--- src/rtl/sdp_ram_be_if.sv ---
// Write/read bus of the simple-dual-port RAM.
// The master drives requests; the slave returns read data, valid and busy.
interface sdp_ram_be_if #(
  parameter int unsigned DATA_WIDTH = 16,
  parameter int unsigned ADDR_WIDTH = 4
);
  localparam int unsigned BE_W = DATA_WIDTH / 8;

  logic                  wr_en;
  logic [ADDR_WIDTH-1:0] wr_addr;
  logic [DATA_WIDTH-1:0] wr_data;
  logic [BE_W-1:0]       wr_be;
  logic                  rd_en;
  logic [ADDR_WIDTH-1:0] rd_addr;
  logic [DATA_WIDTH-1:0] rd_data;
  logic                  rd_valid;
  logic                  busy;

  modport master (
    output wr_en, wr_addr, wr_data, wr_be,
    output rd_en, rd_addr,
    input  rd_data, rd_valid, busy
  );

  modport slave (
    input  wr_en, wr_addr, wr_data, wr_be,
    input  rd_en, rd_addr,
    output rd_data, rd_valid, busy
  );
endinterface

--- src/rtl/sdp_ram_be.sv ---
// Simple-dual-port RAM with byte enables, 1/2-cycle registered read,
// selectable read-during-write and an optional post-reset clear engine.
module sdp_ram_be #(
  parameter int unsigned DATA_WIDTH     = 16,
  parameter int unsigned ADDR_WIDTH     = 4,
  parameter int unsigned DEPTH          = 12,
  parameter int unsigned RD_LATENCY     = 1,
  parameter int unsigned RDW_MODE       = 0,
  parameter int unsigned CLEAR_ON_RESET = 1
) (
  input logic         clk,
  input logic         rst,
  sdp_ram_be_if.slave bus
);
  localparam int unsigned NB = DATA_WIDTH / 8;
  localparam logic [ADDR_WIDTH-1:0] LAST =
    ADDR_WIDTH'(DEPTH - 1);

  if (DATA_WIDTH == 0 || DATA_WIDTH % 8 != 0) begin : g_bad_dw
    $error("sdp_ram_be: DATA_WIDTH must be a multiple of 8");
  end
  if (RD_LATENCY != 1 && RD_LATENCY != 2) begin : g_bad_lat
    $error("sdp_ram_be: RD_LATENCY must be 1 or 2");
  end
  if (DEPTH < 1 || 64'(DEPTH) > (64'(1) << ADDR_WIDTH)) begin : g_bad_depth
    $error("sdp_ram_be: DEPTH out of range");
  end

  typedef enum logic {S_IDLE, S_CLEAR} state_e;

  state_e                state_q, state_d;
  logic [ADDR_WIDTH-1:0] clr_addr_q, clr_addr_d;
  logic                  busy;
  logic                  clr_we;

  always_ff @(posedge clk or posedge rst) begin
    if (rst) begin
      state_q    <= (CLEAR_ON_RESET != 0) ? S_CLEAR : S_IDLE;
      clr_addr_q <= '0;
    end else begin
      state_q    <= state_d;
      clr_addr_q <= clr_addr_d;
    end
  end

  always_comb begin
    state_d    = state_q;
    clr_addr_d = clr_addr_q;
    unique case (state_q)
      S_CLEAR: begin
        clr_addr_d = clr_addr_q + ADDR_WIDTH'(1);
        if (clr_addr_q == LAST) begin
          state_d    = S_IDLE;
          clr_addr_d = '0;
        end
      end
      S_IDLE: ;
    endcase
  end

  always_comb begin
    busy   = 1'b0;
    clr_we = 1'b0;
    unique case (state_q)
      S_CLEAR: begin
        busy   = 1'b1;
        clr_we = 1'b1;
      end
      S_IDLE: ;
    endcase
  end

  logic                  wr_in, rd_in;
  logic                  wr_ok, rd_ok, fwd;
  logic [DATA_WIDTH-1:0] rd_word;
  logic [DATA_WIDTH-1:0] mem_q [DEPTH];

  assign wr_in = 32'(bus.wr_addr) < DEPTH;
  assign rd_in = 32'(bus.rd_addr) < DEPTH;
  assign wr_ok = bus.wr_en & ~busy & wr_in;
  assign rd_ok = bus.rd_en & ~busy;
  assign fwd   = (RDW_MODE != 0) && wr_ok &&
                 (bus.wr_addr == bus.rd_addr);

  // Storage is deliberately left without reset.
  always_ff @(posedge clk) begin
    if (clr_we) begin
      mem_q[clr_addr_q] <= '0;
    end else if (wr_ok) begin
      for (int b = 0; b < NB; b++) begin
        if (bus.wr_be[b]) begin
          mem_q[bus.wr_addr][8*b +: 8] <= bus.wr_data[8*b +: 8];
        end
      end
    end
  end

  always_comb begin
    rd_word = '0;
    if (rd_in) begin
      rd_word = mem_q[bus.rd_addr];
      // Write-first: splice the enabled bytes of the concurrent write.
      if (fwd) begin
        for (int b = 0; b < NB; b++) begin
          if (bus.wr_be[b]) begin
            rd_word[8*b +: 8] = bus.wr_data[8*b +: 8];
          end
        end
      end
    end
  end

  logic                  v1_q;
  logic [DATA_WIDTH-1:0] d1_q;

  always_ff @(posedge clk or posedge rst) begin
    if (rst) begin
      v1_q <= 1'b0;
      d1_q <= '0;
    end else begin
      v1_q <= rd_ok;
      if (rd_ok) begin
        d1_q <= rd_word;
      end
    end
  end

  if (RD_LATENCY == 2) begin : g_lat2
    logic                  v2_q;
    logic [DATA_WIDTH-1:0] d2_q;

    always_ff @(posedge clk or posedge rst) begin
      if (rst) begin
        v2_q <= 1'b0;
        d2_q <= '0;
      end else begin
        v2_q <= v1_q;
        if (v1_q) begin
          d2_q <= d1_q;
        end
      end
    end

    assign bus.rd_valid = v2_q;
    assign bus.rd_data  = d2_q;
  end else begin : g_lat1
    assign bus.rd_valid = v1_q;
    assign bus.rd_data  = d1_q;
  end

  assign bus.busy = busy;
endmodule
--- src/flat_wrapper.sv ---
// flat-port wrapper written by rule: the top's interface ports become plain ports
module sdp_ram_be_flat 
#(
  parameter int unsigned DATA_WIDTH     = 16,
  parameter int unsigned ADDR_WIDTH     = 4,
  parameter int unsigned DEPTH          = 12,
  parameter int unsigned RD_LATENCY     = 1,
  parameter int unsigned RDW_MODE       = 0,
  parameter int unsigned CLEAR_ON_RESET = 1
)
  (clk, rst, bus_wr_en, bus_wr_addr, bus_wr_data, bus_wr_be, bus_rd_en, bus_rd_addr, bus_rd_data, bus_rd_valid, bus_busy);
  sdp_ram_be_if #(.DATA_WIDTH(DATA_WIDTH), .ADDR_WIDTH(ADDR_WIDTH)) bus_i ();
  input logic clk;
  input logic rst;
  input wire logic [$bits(bus_i.wr_en)-1:0] bus_wr_en;
  input wire logic [$bits(bus_i.wr_addr)-1:0] bus_wr_addr;
  input wire logic [$bits(bus_i.wr_data)-1:0] bus_wr_data;
  input wire logic [$bits(bus_i.wr_be)-1:0] bus_wr_be;
  input wire logic [$bits(bus_i.rd_en)-1:0] bus_rd_en;
  input wire logic [$bits(bus_i.rd_addr)-1:0] bus_rd_addr;
  output wire logic [$bits(bus_i.rd_data)-1:0] bus_rd_data;
  output wire logic [$bits(bus_i.rd_valid)-1:0] bus_rd_valid;
  output wire logic [$bits(bus_i.busy)-1:0] bus_busy;
  assign bus_i.wr_en = bus_wr_en;
  assign bus_i.wr_addr = bus_wr_addr;
  assign bus_i.wr_data = bus_wr_data;
  assign bus_i.wr_be = bus_wr_be;
  assign bus_i.rd_en = bus_rd_en;
  assign bus_i.rd_addr = bus_rd_addr;
  assign bus_rd_data = bus_i.rd_data;
  assign bus_rd_valid = bus_i.rd_valid;
  assign bus_busy = bus_i.busy;
  sdp_ram_be #(.DATA_WIDTH(DATA_WIDTH), .ADDR_WIDTH(ADDR_WIDTH), .DEPTH(DEPTH), .RD_LATENCY(RD_LATENCY), .RDW_MODE(RDW_MODE), .CLEAR_ON_RESET(CLEAR_ON_RESET)) u_core (.clk(clk), .rst(rst), .bus(bus_i));
endmodule
--- config.mk ---
export PLATFORM = sky130hd
export DESIGN_NAME = sdp_ram_be_flat
export DESIGN_NICKNAME = d
export VERILOG_FILES = /design/src/rtl/sdp_ram_be_if.sv /design/src/rtl/sdp_ram_be.sv /design/src/flat_wrapper.sv
export SDC_FILE = /design/constraint.sdc
export NUM_CORES = 1
export LEC_CHECK = 0
export BUFFER_PORTS_ARGS = -buffer_cell sky130_fd_sc_hd__buf_4
export CORE_UTILIZATION = 55
export DETAILED_ROUTE_END_ITERATION = 16
export GPL_TIMING_DRIVEN = 0
export PLACE_DENSITY = 0.82
export SYNTH_ARGS = -nofsm -noshare
export SYNTH_HDL_FRONTEND = slang
export SYNTH_SLANG_ARGS = --single-unit
export TNS_END_PERCENT = 20
--- constraint.sdc ---
create_clock -name clk -period 2.4 [get_ports clk]
set_input_delay 0.48 -clock clk [delete_from_list [all_inputs] [get_ports clk]]
set_output_delay 0.48 -clock clk [all_outputs]
set_load 0.01 [all_outputs]
==> results_dict.tcl <==
set metrics [dict create \
    status "finished, violations left" \
    violations "setup timing" \
    globalRoute.totalOverflow 0 \
    h-tree-depth 1 \
    routabilityCongestion 0.837 \
    yosysMostFrequentCell "edfxtp_1" \
    die-area_um2 16200 \
    crit_required_ps 2560 \
    min_period_over_period_pct 108 \
    final_nets 629 \
    clk-insertion-delay-late_ps 480 \
    worstPathArrival_ps 2750 \
    portBuffers 46 \
    finalSetupViolations 88 \
    maxCapViolCount 0 \
    hpwlAfterDp_mm 11.8 \
    start_util_pct 56.6 \
    seq_area_um2 6320 \
    crit_fanout 10 \
    path_clk_slew_ps 70 \
    worst-setup-path-type "reg2reg" \
    synth.cell_area_um2 8640 \
    ys_top_cells_by_count "edfxtp_1 (192), mux2i_1 (98), nor2_1 (52)" \
    cts_num_sinks 214 \
    yosys_warnings 0 \
    routed_wl_mm 18.4 \
    slew_headroom_pct 22.8 \
    grt_max_degree 23 \
    drtPass1Iterations 5 \
    cts_buffers 19 \
    drt_iter0_drc 406 \
    cts_tree "yes" \
    drc 0 \
    synthCells 530 \
    synth_ff_type "edfxtp_1" \
    synth_edf_count 192 \
    cp-end-kind "flop" \
    power_leakage_nw 3.93 \
    clock_skew_ps 10.4 \
    p_seq_share_pct 54.6 \
    hp-class "in2async" \
    synth_largest_area_cell "edfxtp_1" \
    clockBufferDepth 3 \
    rsz0062_at_grt "yes" \
    drt-wirelength-per-cell_um 22.4 \
    swShare_pct 21.0 \
    fmax_mhz 387 \
    worst_pin_slew_ps 1160 \
    startpoint_type "flop" \
    fp-row-count 45 \
    synth-seq-cells 214 \
    seq_area_frac_synth_pct 73.1 \
    ir_drop_mv 0.413 \
    grt_pass1_vias 4867 \
    fin_ws_ps -187 \
    p_comb_share_pct 6.9 \
    grt_pass1_wl_mm 27.0 \
    diodes 0 \
    multi_input_area_um2 2370 \
    syn_area_per_cell_um2 16.3 \
    ios 48 \
    drive_gt1_share_pct 21.3 \
    core_region_area_um2 15300 \
    async_reset_ff_share_pct 10.3 \
    finalMaxSlewViolations 0 \
    netlist.area_leader.share_pct 66.7 \
    grt_use_total_pct 22.2 \
    layoutNonFillerInstCount 821 \
    antenna_found_initial 1 \
    ys_types 35 \
    via_count 4994 \
    yosys-top-cells-area "edfxtp_1 (67%), mux2i_1 (11%), dfrtp_1 (6.1%), nor2_1 (2.3%), a32o_1 (1.9%)" \
    hold-worst-slack_ps 251 \
    placed_cells 787 \
    clockRootBuffer "clkbuf_16" \
    ant_nets 0 \
    die_h_um 127 \
    hold_viol 0 \
    p_clk_share_pct 38.5 \
    ctsHoldBuffers 0 \
    pwr_density_cell_nw_per_um2 744 \
    fin_util_pct 66.4 \
    synth_nets 561 \
    switchingPower_mw 1.58 \
    intPower_mw 5.96 \
    nFillCells 959 \
    min_period_ps 2590 \
    vias_per_cell 6.08 \
    die_x_um 127 \
    syn2layout_area_growth_pct 17.4 \
]
==> area by class of cell <==
cell class / count / area share [%]
inverters: 5 / 0.185
plain buffers: 29 / 1.93
repair buffers: 48 / 3.80
multi-input cells: 281 / 23.4
well taps: 211 / 2.60
clock inverters: 1 / 0.0494
flip-flops and latches: 214 / 62.3
clock buffers: 32 / 5.76
==> placed cells by master (no fill, tap or decap), types with 7 or more instances in the layout <==
cell,count
clkbuf_16,19
edfxtp_1,192
buf_6,7
a21oi_1,8
clkbuf_1,17
o22ai_1,16
nor2_4,11
buf_4,50
nor3_4,8
nor2_1,36
a22oi_1,16
a32o_1,16
mux2i_1,96
and3_1,16
dfrtp_1,21
or4_1,16
==> through the flow <==
stage | area, um2 | power (mW) | setup WS (ps) | TNS, ps
global route | 10100 | 7.69 | -243 | -19590
floorplan | 8640 | 4.47 | 8.68 | 0
finish | 10100 | 7.54 | -187 | -10590
CTS | 9900 | 7.47 | -171 | -17400
global placement | 9250 | 4.65 | -596 | -63630
detailed placement | 9250 | 4.67 | -707 | -78380
==> final timing paths <==
kind / from / end / slack (ps) / depth (start not counted)
worst min-delay path: rst / u_core.clr_addr_q[2]$_DFFE_PP0P_ / 250 / 2
worst max-delay path: u_core.state_q$_DFF_PP1_ / u_core.mem_q[9][10]$_DFFE_PP_ / -190 / 5
worst min register to register: u_core.bus.rd_data[12]$_DFFE_PP0P_ / u_core.bus.rd_data[12]$_DFFE_PP0P_ / 500 / 1
min in group clk: bus_rd_addr[3] / u_core.bus.rd_data[0]$_DFFE_PP0P_ / 440 / 3
worst max register to register: u_core.state_q$_DFF_PP1_ / u_core.mem_q[9][10]$_DFFE_PP_ / -190 / 5
max in group asynchronous: rst / u_core.bus.rd_data[6]$_DFFE_PP0P_ / 1500 / 2
==> worst max-delay path, stage by stage, from the launching register on <==
cell      delay (ps)
dfstp_2          620
o21ba_2          220
clkbuf_1         230
a21boi_0         520
o21bai_2         320
nor2_4           350
==> kinds of logic (layout without fill, tap and decap cells) <==
family	count (synthesis)	count (layout)	share of synthesized area, %
adders and majority gates	1	1	0.145
muxes	101	101	11.7
buffers and inverters	35	115	2.52
and+or+nand+nor	110	110	6.52
AOI/OAI and AO/OA	69	69	5.94
DFF	214	214	73.1
==> what timing repair did <==
item	4_1_cts	5_1_grt
gates resized for setup	15	41
endpoints found under the setup margin	184	184
hold endpoints to repair	0	0
buffers inserted	0	2
pin swaps	0	3
==> layer usage <==
metal,wire (um),GRT usage (%),vias to the layer above
met5,0,0,-
met4,396,5.81,0
met3,1240,2.72,30
met2,9720,39.2,234
met1,7010,29.5,2517
li1,-,-,2213
==> state kept, by name, summed over array words and instances, names as in the netlist <==
| signal | flops |
|---|---|
| u_core.bus.rd_data | 16 |
| u_core.bus.rd_valid | 1 |
| u_core.clr_addr_q | 4 |
| u_core.state_q | 1 |
| u_core.mem_q | 192 |
==> power groups by stage <==
| stage | Sequential (mW) | Clock [mW] | Combinational [mW] |
|---|---|---|---|
| 2_1_floorplan | 4.21 | 0 | 0.267 |
| 3_3_place_gp | 4.20 | 0 | 0.453 |
| 3_5_place_dp | 4.20 | 0 | 0.471 |
| 4_1_cts | 4.12 | 2.87 | 0.481 |
| 5_1_grt | 4.12 | 3.02 | 0.554 |
| 6_report | 4.12 | 2.90 | 0.520 |
(Power assumes the default switching activity.)
